## src/rtl/audio_pkg.sv

```systemverilog
// Shared constants and types for the I2S DAC transmit path.
package audio_pkg;
    localparam int unsigned DATA_WIDTH  = 24;
    localparam int unsigned SYNC_STAGES = 2;

    typedef enum logic [1:0] {
        IDLE  = 2'd0,
        LEFT  = 2'd1,
        RIGHT = 2'd2
    } i2s_state_t;
endpackage

```

## src/rtl/stereo_sample_fifo.sv

```systemverilog
// Stereo sample FIFO: {left, right} entries, power-of-two depth, show-ahead read.
module stereo_sample_fifo #(
    parameter int unsigned DATA_WIDTH = 24,
    parameter int unsigned FIFO_DEPTH = 4
) (
    input  logic                          clk,
    input  logic                          rst_n,
    input  logic                          push_i,
    input  logic                          pop_i,
    input  logic [2*DATA_WIDTH-1:0]       wdata_i,
    output logic [2*DATA_WIDTH-1:0]       rdata_o,
    output logic                          full_o,
    output logic                          empty_o,
    output logic [$clog2(FIFO_DEPTH):0]   count_o
);
    localparam int unsigned PTR_W   = $clog2(FIFO_DEPTH);
    localparam int unsigned CNT_W   = PTR_W + 1;
    localparam int unsigned ENTRY_W = 2 * DATA_WIDTH;

    logic [ENTRY_W-1:0] mem_q [FIFO_DEPTH];
    logic [PTR_W-1:0]   wr_ptr_q;
    logic [PTR_W-1:0]   rd_ptr_q;
    logic [CNT_W-1:0]   count_q;
    logic               do_push;
    logic               do_pop;

    assign full_o  = (count_q == CNT_W'(FIFO_DEPTH));
    assign empty_o = (count_q == '0);
    assign do_push = push_i & ~full_o;
    assign do_pop  = pop_i & ~empty_o;
    assign rdata_o = mem_q[rd_ptr_q];
    assign count_o = count_q;

    // Storage needs no reset; validity is tracked by the pointers and count.
    always_ff @(posedge clk) begin
        if (do_push) begin
            mem_q[wr_ptr_q] <= wdata_i;
        end
    end

    always_ff @(posedge clk or negedge rst_n) begin
        if (!rst_n) begin
            wr_ptr_q <= '0;
            rd_ptr_q <= '0;
            count_q  <= '0;
        end else begin
            if (do_push) begin
                wr_ptr_q <= wr_ptr_q + PTR_W'(1);
            end
            if (do_pop) begin
                rd_ptr_q <= rd_ptr_q + PTR_W'(1);
            end
            case ({do_push, do_pop})
                2'b10:   count_q <= count_q + CNT_W'(1);
                2'b01:   count_q <= count_q - CNT_W'(1);
                default: count_q <= count_q;
            endcase
        end
    end
endmodule

```

## src/rtl/i2s_dac_tx.sv

```systemverilog
// I2S DAC serializer slaved to CODEC-driven BCLK/DACLRCK, fed from a stereo FIFO.
module i2s_dac_tx #(
    parameter int unsigned DATA_WIDTH = audio_pkg::DATA_WIDTH,
    parameter int unsigned FIFO_DEPTH = 4
) (
    input  logic                         CLOCK_50,
    input  logic                         reset_n,
    input  logic                         write,
    input  logic [DATA_WIDTH-1:0]        writedata_left,
    input  logic [DATA_WIDTH-1:0]        writedata_right,
    output logic                         write_ready,
    output logic [$clog2(FIFO_DEPTH):0]  fill_level,
    output logic                         underflow,
    input  logic                         AUD_BCLK,
    input  logic                         AUD_DACLRCK,
    output logic                         AUD_DACDAT
);
    import audio_pkg::*;

    localparam int unsigned CNT_W = $clog2(DATA_WIDTH + 1);

    logic [SYNC_STAGES-1:0]  bclk_sync_q;
    logic [SYNC_STAGES-1:0]  lrck_sync_q;
    logic                    bclk_dly_q;
    logic                    lr_prev_q;
    i2s_state_t              state_q;
    logic [DATA_WIDTH-1:0]   shift_q;
    logic [DATA_WIDTH-1:0]   hold_r_q;
    logic [CNT_W-1:0]        bit_cnt_q;
    logic                    dacdat_q;
    logic                    underflow_q;

    logic                    bclk_fall_c;
    logic                    lr_now_c;
    logic                    left_edge_c;
    logic                    right_edge_c;
    logic                    fifo_full;
    logic                    fifo_empty;
    logic                    pop_c;
    logic [2*DATA_WIDTH-1:0] fifo_rdata;

    // LRCK is judged against its value at the previous BCLK fall.
    assign bclk_fall_c  = bclk_dly_q & ~bclk_sync_q[SYNC_STAGES-1];
    assign lr_now_c     = lrck_sync_q[SYNC_STAGES-1];
    assign left_edge_c  = bclk_fall_c & (lr_now_c != lr_prev_q) & ~lr_now_c;
    assign right_edge_c = bclk_fall_c & (lr_now_c != lr_prev_q) &  lr_now_c;
    assign pop_c        = left_edge_c & ~fifo_empty;

    assign write_ready = ~fifo_full;
    assign underflow   = underflow_q;
    assign AUD_DACDAT  = dacdat_q;

    stereo_sample_fifo #(
        .DATA_WIDTH (DATA_WIDTH),
        .FIFO_DEPTH (FIFO_DEPTH)
    ) u_fifo (
        .clk     (CLOCK_50),
        .rst_n   (reset_n),
        .push_i  (write),
        .pop_i   (pop_c),
        .wdata_i ({writedata_left, writedata_right}),
        .rdata_o (fifo_rdata),
        .full_o  (fifo_full),
        .empty_o (fifo_empty),
        .count_o (fill_level)
    );

    always_ff @(posedge CLOCK_50 or negedge reset_n) begin
        if (!reset_n) begin
            bclk_sync_q <= '0;
            lrck_sync_q <= '0;
            bclk_dly_q  <= 1'b0;
            lr_prev_q   <= 1'b0;
            state_q     <= IDLE;
            shift_q     <= '0;
            hold_r_q    <= '0;
            bit_cnt_q   <= '0;
            dacdat_q    <= 1'b0;
            underflow_q <= 1'b0;
        end else begin
            bclk_sync_q <= {bclk_sync_q[SYNC_STAGES-2:0], AUD_BCLK};
            lrck_sync_q <= {lrck_sync_q[SYNC_STAGES-2:0], AUD_DACLRCK};
            bclk_dly_q  <= bclk_sync_q[SYNC_STAGES-1];

            if (bclk_fall_c) begin
                lr_prev_q <= lr_now_c;
                // Frame edges always restart the word; the edge type picks the channel.
                if (left_edge_c) begin
                    state_q   <= LEFT;
                    bit_cnt_q <= '0;
                    dacdat_q  <= 1'b0;
                    if (!fifo_empty) begin
                        shift_q  <= fifo_rdata[2*DATA_WIDTH-1:DATA_WIDTH];
                        hold_r_q <= fifo_rdata[DATA_WIDTH-1:0];
                    end else begin
                        shift_q     <= '0;
                        hold_r_q    <= '0;
                        underflow_q <= 1'b1;
                    end
                end else if (right_edge_c && state_q != IDLE) begin
                    state_q   <= RIGHT;
                    shift_q   <= hold_r_q;
                    bit_cnt_q <= '0;
                    dacdat_q  <= 1'b0;
                end else if (state_q != IDLE && bit_cnt_q < CNT_W'(DATA_WIDTH)) begin
                    dacdat_q  <= shift_q[DATA_WIDTH-1];
                    shift_q   <= {shift_q[DATA_WIDTH-2:0], 1'b0};
                    bit_cnt_q <= bit_cnt_q + CNT_W'(1);
                end else begin
                    dacdat_q <= 1'b0;
                end
            end
        end
    end
endmodule
```

## config.mk

```make
export PLATFORM = sky130hd
export DESIGN_NAME = i2s_dac_tx
export DESIGN_NICKNAME = d
export VERILOG_FILES = /design/src/rtl/audio_pkg.sv /design/src/rtl/stereo_sample_fifo.sv /design/src/rtl/i2s_dac_tx.sv
export SDC_FILE = /design/constraint.sdc
export NUM_CORES = 1
export LEC_CHECK = 0
export CORE_ASPECT_RATIO = 1.2
export CORE_UTILIZATION = 59
export DETAILED_ROUTE_END_ITERATION = 7
export GPL_TIMING_DRIVEN = 1
export PLACE_DENSITY_LB_ADDON = 0.1
export RECOVER_POWER = 50
export SLEW_MARGIN = 20
export SYNTH_ARGS = -nofsm -noshare
export SYNTH_HDL_FRONTEND = slang
export SYNTH_SLANG_ARGS = --single-unit
```

## constraint.sdc

```tcl
create_clock -name CLOCK_50 -period 2.7 [get_ports CLOCK_50]
set_clock_uncertainty 0.15 [all_clocks]
set_input_delay 0.675 -clock CLOCK_50 [delete_from_list [all_inputs] [get_ports CLOCK_50]]
set_output_delay 0.675 -clock CLOCK_50 [all_outputs]
set_load 0.01 [all_outputs]
```

==> impl_metrics.yaml, run 1 <==
outcome:
  outcome: "finished with violations"
  failed_checks: "max-capacitance violations, max-slew violations"
sta:
  holdWs_ps: 219
  report.final.slew_viol_count: 71
  period_share_pct: 86.9
  hold_violations: 0
  setup_viol: 0
  slew_headroom_pct: -17.6
  finalCriticalPeriod_ps: 2350
  setup_total_negative_slack_ps: 0
  clock.fmax_mhz: 426
  tightest_slew_ps: 1760
  rsz0062_at_grt: "false"
power:
  p_leak_nw: 4.20
  p_switching_mw: 3.44
  p_int_mw: 9.00
  p_seq_share_pct: 47.4
  p_comb_share_pct: 24.7
  power.total_mw: 12.4
  swShare_pct: 27.7
  ir_drop_mv: 0.613
  clkPwrFrac_pct: 27.9
  p_per_area_nw_per_um2: 1020
place:
  hpwlAfterDp_um: 11400
  dpl_cell_area_um2: 11400
  port_buffers: 58
  finalWeightedCongestion: 0.749
floorplan:
  num_rows: 53
  pin_count: 59
  core-area_um2: 17400
  die_area_um2: 18300
  die_h_um: 148
  start_util_pct: 60.0
  die_w_um: 124
clock_network:
  ctsHoldBuffers: 0
  numCtsBuffers: 26
  cts_buffer_depth: 3
  clockRootBuffer: "clkbuf_16"
  h-tree-depth: 1
  cts_tree: "yes"
  cts.sinks: 262
  clk_pin_slew_ps: 60
  clkLatencyLatePin_ps: 520
detailed_routing:
  final_antenna_net_count: 0
  post_drt_via_cell_ratio: 6.33
  dr.pass1.iters: 5
  drc: 0
  via_count: 5637
  drtIter0Drc: 587
  drt-wirelength-per-cell_um: 22.0
  wl_um: 19600
critical_path:
  required_ps: 1880
  max_stage_delay_ps: 570
  reg2reg_depth: 10
  cp-startpoint: "u_fifo.count_o[2]"
  reg2reg_from: "u_fifo.count_o[0]"
  worst_ep_arrival_time_ps: 1520
  critPathSlowestCell: "clkdlybuf4s50_1"
  crit_end: "fill_level[2]"
  r2r_slack_ps: 470
  worst_r2r_endpoint: "u_fifo.count_o[2]"
  end_kind: "primary output"
  path_delay_family: "buffers and inverters"
  path_max_fanout: 5
  worst_setup_path_start_kind: "register"
  crit_cells: 1
  cp_cell_sequence: "clkdlybuf4s50_1"
  crit_type: "reg -> out"
  path_buf_inv: 1
flow_run:
  cap_violations: 1
hold_path:
  hp-class: "reg -> reg"
global_routing:
  overflow: 0
  grt_pass1_vias: 5990
  grt_max_degree: 71
  grt_antenna_before_repair: 0
  grt.total_usage_pct: 23.0
  grt_pass1_wl_um: 31900
finish:
  layout.nets: 711
  drive_gt1_share_pct: 17.4
  final_core_util_pct: 69.8
  fin_area_um2: 12200
  area_growth_pct: 16.3
  nFillCells: 1141
  antenna_cells: 0
synthesis:
  synthTopCellsByCount: "edfxtp_1 (192), dfrtp_1 (70), mux4_2 (48)"
  yosys-top-cells-area: "edfxtp_1 (55%), dfrtp_1 (17%), mux4_2 (10%)"
  synth.ff_latch_count: 262
  synth_edf_count: 192
  ys_types: 42
  synthCells: 594
  yosys_warnings: 0
  synth_flop_cell: "edfxtp_1"
  synth_most_common_cell: "edfxtp_1"
  synth_nets: 654
  syn-cell-area_um2: 10500
  synth_top_cell_area_share_pct: 55.1
  ys_seq_area_share_pct: 71.8
  ys_async_sr_fraction_pct: 26.7
  syn_area_per_cell_um2: 17.6
  yosysTopAreaCell: "edfxtp_1"
## power groups by stage
stage / clock network (mW) / registers, mW / logic, mW
after floorplan: 0 / 5.76 / 2.24
after global placement: 0 / 5.93 / 3.09
after detailed placement: 0 / 6.00 / 3.15
after CTS: 3.55 / 5.92 / 3.17
after global routing: 3.71 / 6.01 / 3.35
final: 3.47 / 5.91 / 3.07
## stage by stage
stage / setup slack (ps) / instances
final: 353 / 891
after global routing: 154 / 891
after CTS: 66.4 / 891
after detailed placement: 73.4 / 843
after global placement: 94.3 / 843
after floorplan: 169 / 594
## area by class of cell
cell class / instances / area (um^2) / area share, %
flip-flops and latches: 262 / 7520 / 61.8
repair buffers: 78 / 813 / 6.68
well taps: 220 / 275 / 2.26
inverters: 9 / 33.8 / 0.278
multi-input cells: 274 / 2700 / 22.2
clock inverters: 9 / 91.3 / 0.750
clock buffers: 39 / 731 / 6.00
## sequential cells by signal, summed over array words and instances, names as in the netlist, 2 cells and up
name             cells
bclk_sync_q          2
bit_cnt_q            5
hold_r_q            24
lrck_sync_q          2
shift_q             24
state_q              2
u_fifo.count_o       3
u_fifo.mem_q       192
u_fifo.rd_ptr_q      2
u_fifo.wr_ptr_q      2
## cell families (layout without fill, tap and decap cells)
group	Yosys count	after routing	synth area share, %
flops	262	262	71.8
compound gates	125	125	8.75
simple gates	82	82	4.63
buf+inv	58	135	2.53
mux	51	51	10.6
xor+xnor	9	9	0.753
fa+ha+maj	7	7	0.908
## cell usage in the layout (no fill, tap or decap), types with 2 or more instances in the layout
cell type / instances
edfxtp_1: 192
dfrtp_1: 68
dlygate4sd3_1: 50
mux4_2: 48
nand2_1: 31
clkbuf_16: 27
o21ai_0: 26
a22o_1: 24
and4_1: 23
a211oi_1: 23
a31oi_1: 23
o31a_1: 22
buf_4: 12
clkbuf_1: 11
inv_1: 9
buf_12: 7
nor2_1: 6
ha_1: 6
clkdlybuf4s50_1: 6
xor2_1: 5
and3_2: 4
xnor2_1: 4
clkinv_2: 4
nand2b_1: 3
nand4_1: 3
clkinv_1: 3
nor3_1: 2
mux2i_1: 2
bufinv_16: 2
## metal layers
| layer | vias up | wire length [um] | GRT usage [%] |
|---|---|---|---|
| li1 | 2518 | - | - |
| met1 | 2904 | 7950 | 30.7 |
| met2 | 172 | 10400 | 39.2 |
| met3 | 43 | 862 | 3.32 |
| met4 | 0 | 436 | 7.05 |
| met5 | - | 0 | 0 |
## worst min-delay path by stage
stage	startpoint	to	cells after the start
final	bclk_sync_q[0]	bclk_sync_q[1]	0
after floorplan	bclk_sync_q[0]	bclk_sync_q[1]	0
after global routing	bclk_sync_q[0]	bclk_sync_q[1]	0
after global placement	bclk_sync_q[0]	bclk_sync_q[1]	0
after CTS	reset_n	shift_q[23]	2
after detailed placement	lrck_sync_q[0]	lrck_sync_q[1]	0
## repair_timing
action | 4_1_cts | 5_1_grt
setup endpoints to repair | 0 | 1
gates resized for setup | 0 | 1
setup buffers | 0 | 0
Note: power is estimated with default switching activity, not from simulation.
==> run 2: changes to the inputs <==
--- a/config.mk
+++ b/config.mk
@@ -5,13 +5,15 @@
 export SDC_FILE = /design/constraint.sdc
 export NUM_CORES = 1
 export LEC_CHECK = 0
+export CAP_MARGIN = 0
 export CORE_ASPECT_RATIO = 1.2
 export CORE_UTILIZATION = 59
 export DETAILED_ROUTE_END_ITERATION = 7
 export GPL_TIMING_DRIVEN = 1
-export PLACE_DENSITY_LB_ADDON = 0.1
+export PLACE_DENSITY_LB_ADDON = 0.3
 export RECOVER_POWER = 50
 export SLEW_MARGIN = 20
 export SYNTH_ARGS = -nofsm -noshare
 export SYNTH_HDL_FRONTEND = slang
 export SYNTH_SLANG_ARGS = --single-unit
+export TNS_END_PERCENT = 5
==> impl_metrics.yaml, run 2 (synthesized netlist as in run 1, its figures left out) <==
outcome:
  failed_checks: "max-capacitance violations, max-slew violations"
  outcome: "finished with violations"
finish:
  final_core_util_pct: 69.2
  layout_commonest_cell: "edfxtp_1"
  largest_register_ffs: 192
  largestRegisters: "u_fifo.mem_q: 192 flops, hold_r_q: 24 flops, shift_q: 24 flops"
  antenna_cells: 0
  area_growth_pct: 15.3
  regArea_um2: 7520
  most-common-layout-cells: "edfxtp_1 (192), dfrtp_1 (68), dlygate4sd3_1 (50)"
  largest-register: "u_fifo.mem_q"
  multiInputGateArea_um2: 2700
  drive_gt1_share_pct: 17.0
  fin_cells: 886
  nFillCells: 1109
  layout.nets: 707
critical_path:
  path_max_fanout: 5
  reg2reg_from: "u_fifo.count_o[0]"
  worst_setup_path_start_kind: "register"
  end_kind: "primary output"
  worst_ep_arrival_time_ps: 1510
  required_ps: 1880
  critPathSlowestCell: "clkdlybuf4s50_1"
  cp_cell_sequence: "clkdlybuf4s50_1"
  path_delay_family: "buffers and inverters"
  max_stage_delay_ps: 570
  crit_type: "reg -> out"
  reg2reg_depth: 10
  path_buf_inv: 1
  r2r_slack_ps: 420
  worst_r2r_endpoint: "u_fifo.count_o[2]"
power:
  ir_drop_mv: 0.682
  p_comb_share_pct: 25.3
  p_int_mw: 8.76
  clkPwrFrac_pct: 26.6
  p_seq_share_pct: 48.0
  power.total_mw: 12.2
  p_per_area_nw_per_um2: 1010
  p_leak_nw: 4.16
  p_switching_mw: 3.43
  swShare_pct: 28.1
detailed_routing:
  final_antenna_net_count: 0
  via_count: 5620
  wl_um: 19700
  post_drt_via_cell_ratio: 6.34
  drc: 0
  drtIter0Drc: 678
  drt-wirelength-per-cell_um: 22.3
  dr.pass1.iters: 6
hold_path:
  whs_endpoint: "lrck_sync_q[1]"
  hp-class: "reg -> reg"
  min_from: "lrck_sync_q[0]"
  min_path_cells: 0
clock_network:
  numCtsBuffers: 25
  clkLatencyLatePin_ps: 520
  clockRootBuffer: "clkbuf_16"
  cts_buffer_depth: 3
  clk_pin_slew_ps: 60
  ctsHoldBuffers: 0
  cts_tree: "yes"
  cts.sinks: 262
  h-tree-depth: 1
place:
  dp_slack_ps: 41.3
  hpwlAfterDp_um: 11300
  port_buffers: 58
  dpl.cell_count: 840
  finalWeightedCongestion: 0.763
sta:
  slew_headroom_pct: -16.2
  setup_viol: 0
  period_share_pct: 86.4
  rsz0062_at_grt: "false"
  clock.fmax_mhz: 429
  tightest_slew_ps: 1740
  hold_violations: 0
  setup_slack_ps: 367
  setup_total_negative_slack_ps: 0
  finalCriticalPeriod_ps: 2330
  report.final.slew_viol_count: 71
floorplan:
  die_h_um: 148
  die_area_um2: 18300
  die_w_um: 124
  pin_count: 59
  num_rows: 53
  start_util_pct: 60.0
  core-area_um2: 17400
global_routing:
  top_usage_layer: "met2"
  grt_pass1_wl_um: 31800
  grt_antenna_before_repair: 0
  gr-usage-met3_pct: 2.93
  grt.total_usage_pct: 23.0
  grt_pass1_vias: 5995
  met2_usage_pct: 41.1
  met1_usage_pct: 29.2
  grt_max_degree: 71
  overflow: 0
flow_run:
  cap_violations: 1
-- run 2: changes by cell type in the layout (fill, tap and decap cells not counted), sizes merged --
cell | before | now
inv | 9 | 10
clkinv | 7 | 3
clkbuf | 40 | 43
buf | 20 | 17
bufinv | 2 | 0
-- run 2: how the worst max path moves through the flow --
stage                                 start                  to  slack [ps]  depth (start not counted)
after detailed placement              write   u_fifo.count_o[2]          40                          9
after CTS                 u_fifo.count_o[0]         write_ready          80                          3
final                     u_fifo.count_o[0]       fill_level[0]         370                          1
after floorplan           u_fifo.count_o[0]  u_fifo.mem_q[0][0]         170                          3
after global placement                write   u_fifo.count_o[2]          90                          9
after global routing      u_fifo.count_o[0]   u_fifo.count_o[2]         260                         10
-- run 2: per-stage QoR --
stage	cell area [um^2]	hold WS [ps]
after floorplan	10500	181
after global placement	11300	202
after detailed placement	11300	187
after CTS	12100	40.9
after global routing	12100	204
final	12100	201
-- run 2: what timing repair did --
action,CTS,global route
endpoints found under the setup margin,0,1
buffers inserted,0,0
gates resized for setup,0,1
-- run 2: routing by layer --
metal,share of wire [%],up-vias
met5,0,-
met4,2.2,0
met3,4.4,26
met2,54,178
met1,39,2906
li1,-,2510
-- run 2: final cells by class --
class                           instances  area share, %
Clock buffer                           42           6.13
Clock inverter                          4          0.187
Inverter                                9          0.280
Multi-Input combinational cell        274           22.4
Sequential cell                       262           62.3
Tap cell                              220           2.28
Timing Repair Buffer                   75           6.45
-- run 2: power by group through the flow --
stage	logic [mW]	clock network [mW]	registers, mW
floorplan	2.24	0	5.76
global placement	3.07	0	5.85
detailed placement	3.15	0	5.93
CTS	3.17	3.30	5.86
global route	3.36	3.46	5.95
finish	3.08	3.25	5.86
==> run 3: changes to the inputs <==
--- a/config.mk
+++ b/config.mk
@@ -12,7 +12,6 @@
 export GPL_TIMING_DRIVEN = 1
 export PLACE_DENSITY_LB_ADDON = 0.3
 export RECOVER_POWER = 50
-export SLEW_MARGIN = 20
 export SYNTH_ARGS = -nofsm -noshare
 export SYNTH_HDL_FRONTEND = slang
 export SYNTH_SLANG_ARGS = --single-unit
==> results of run 3 <==
No change in the layout: final DEF, timing and power equal those of run 2.
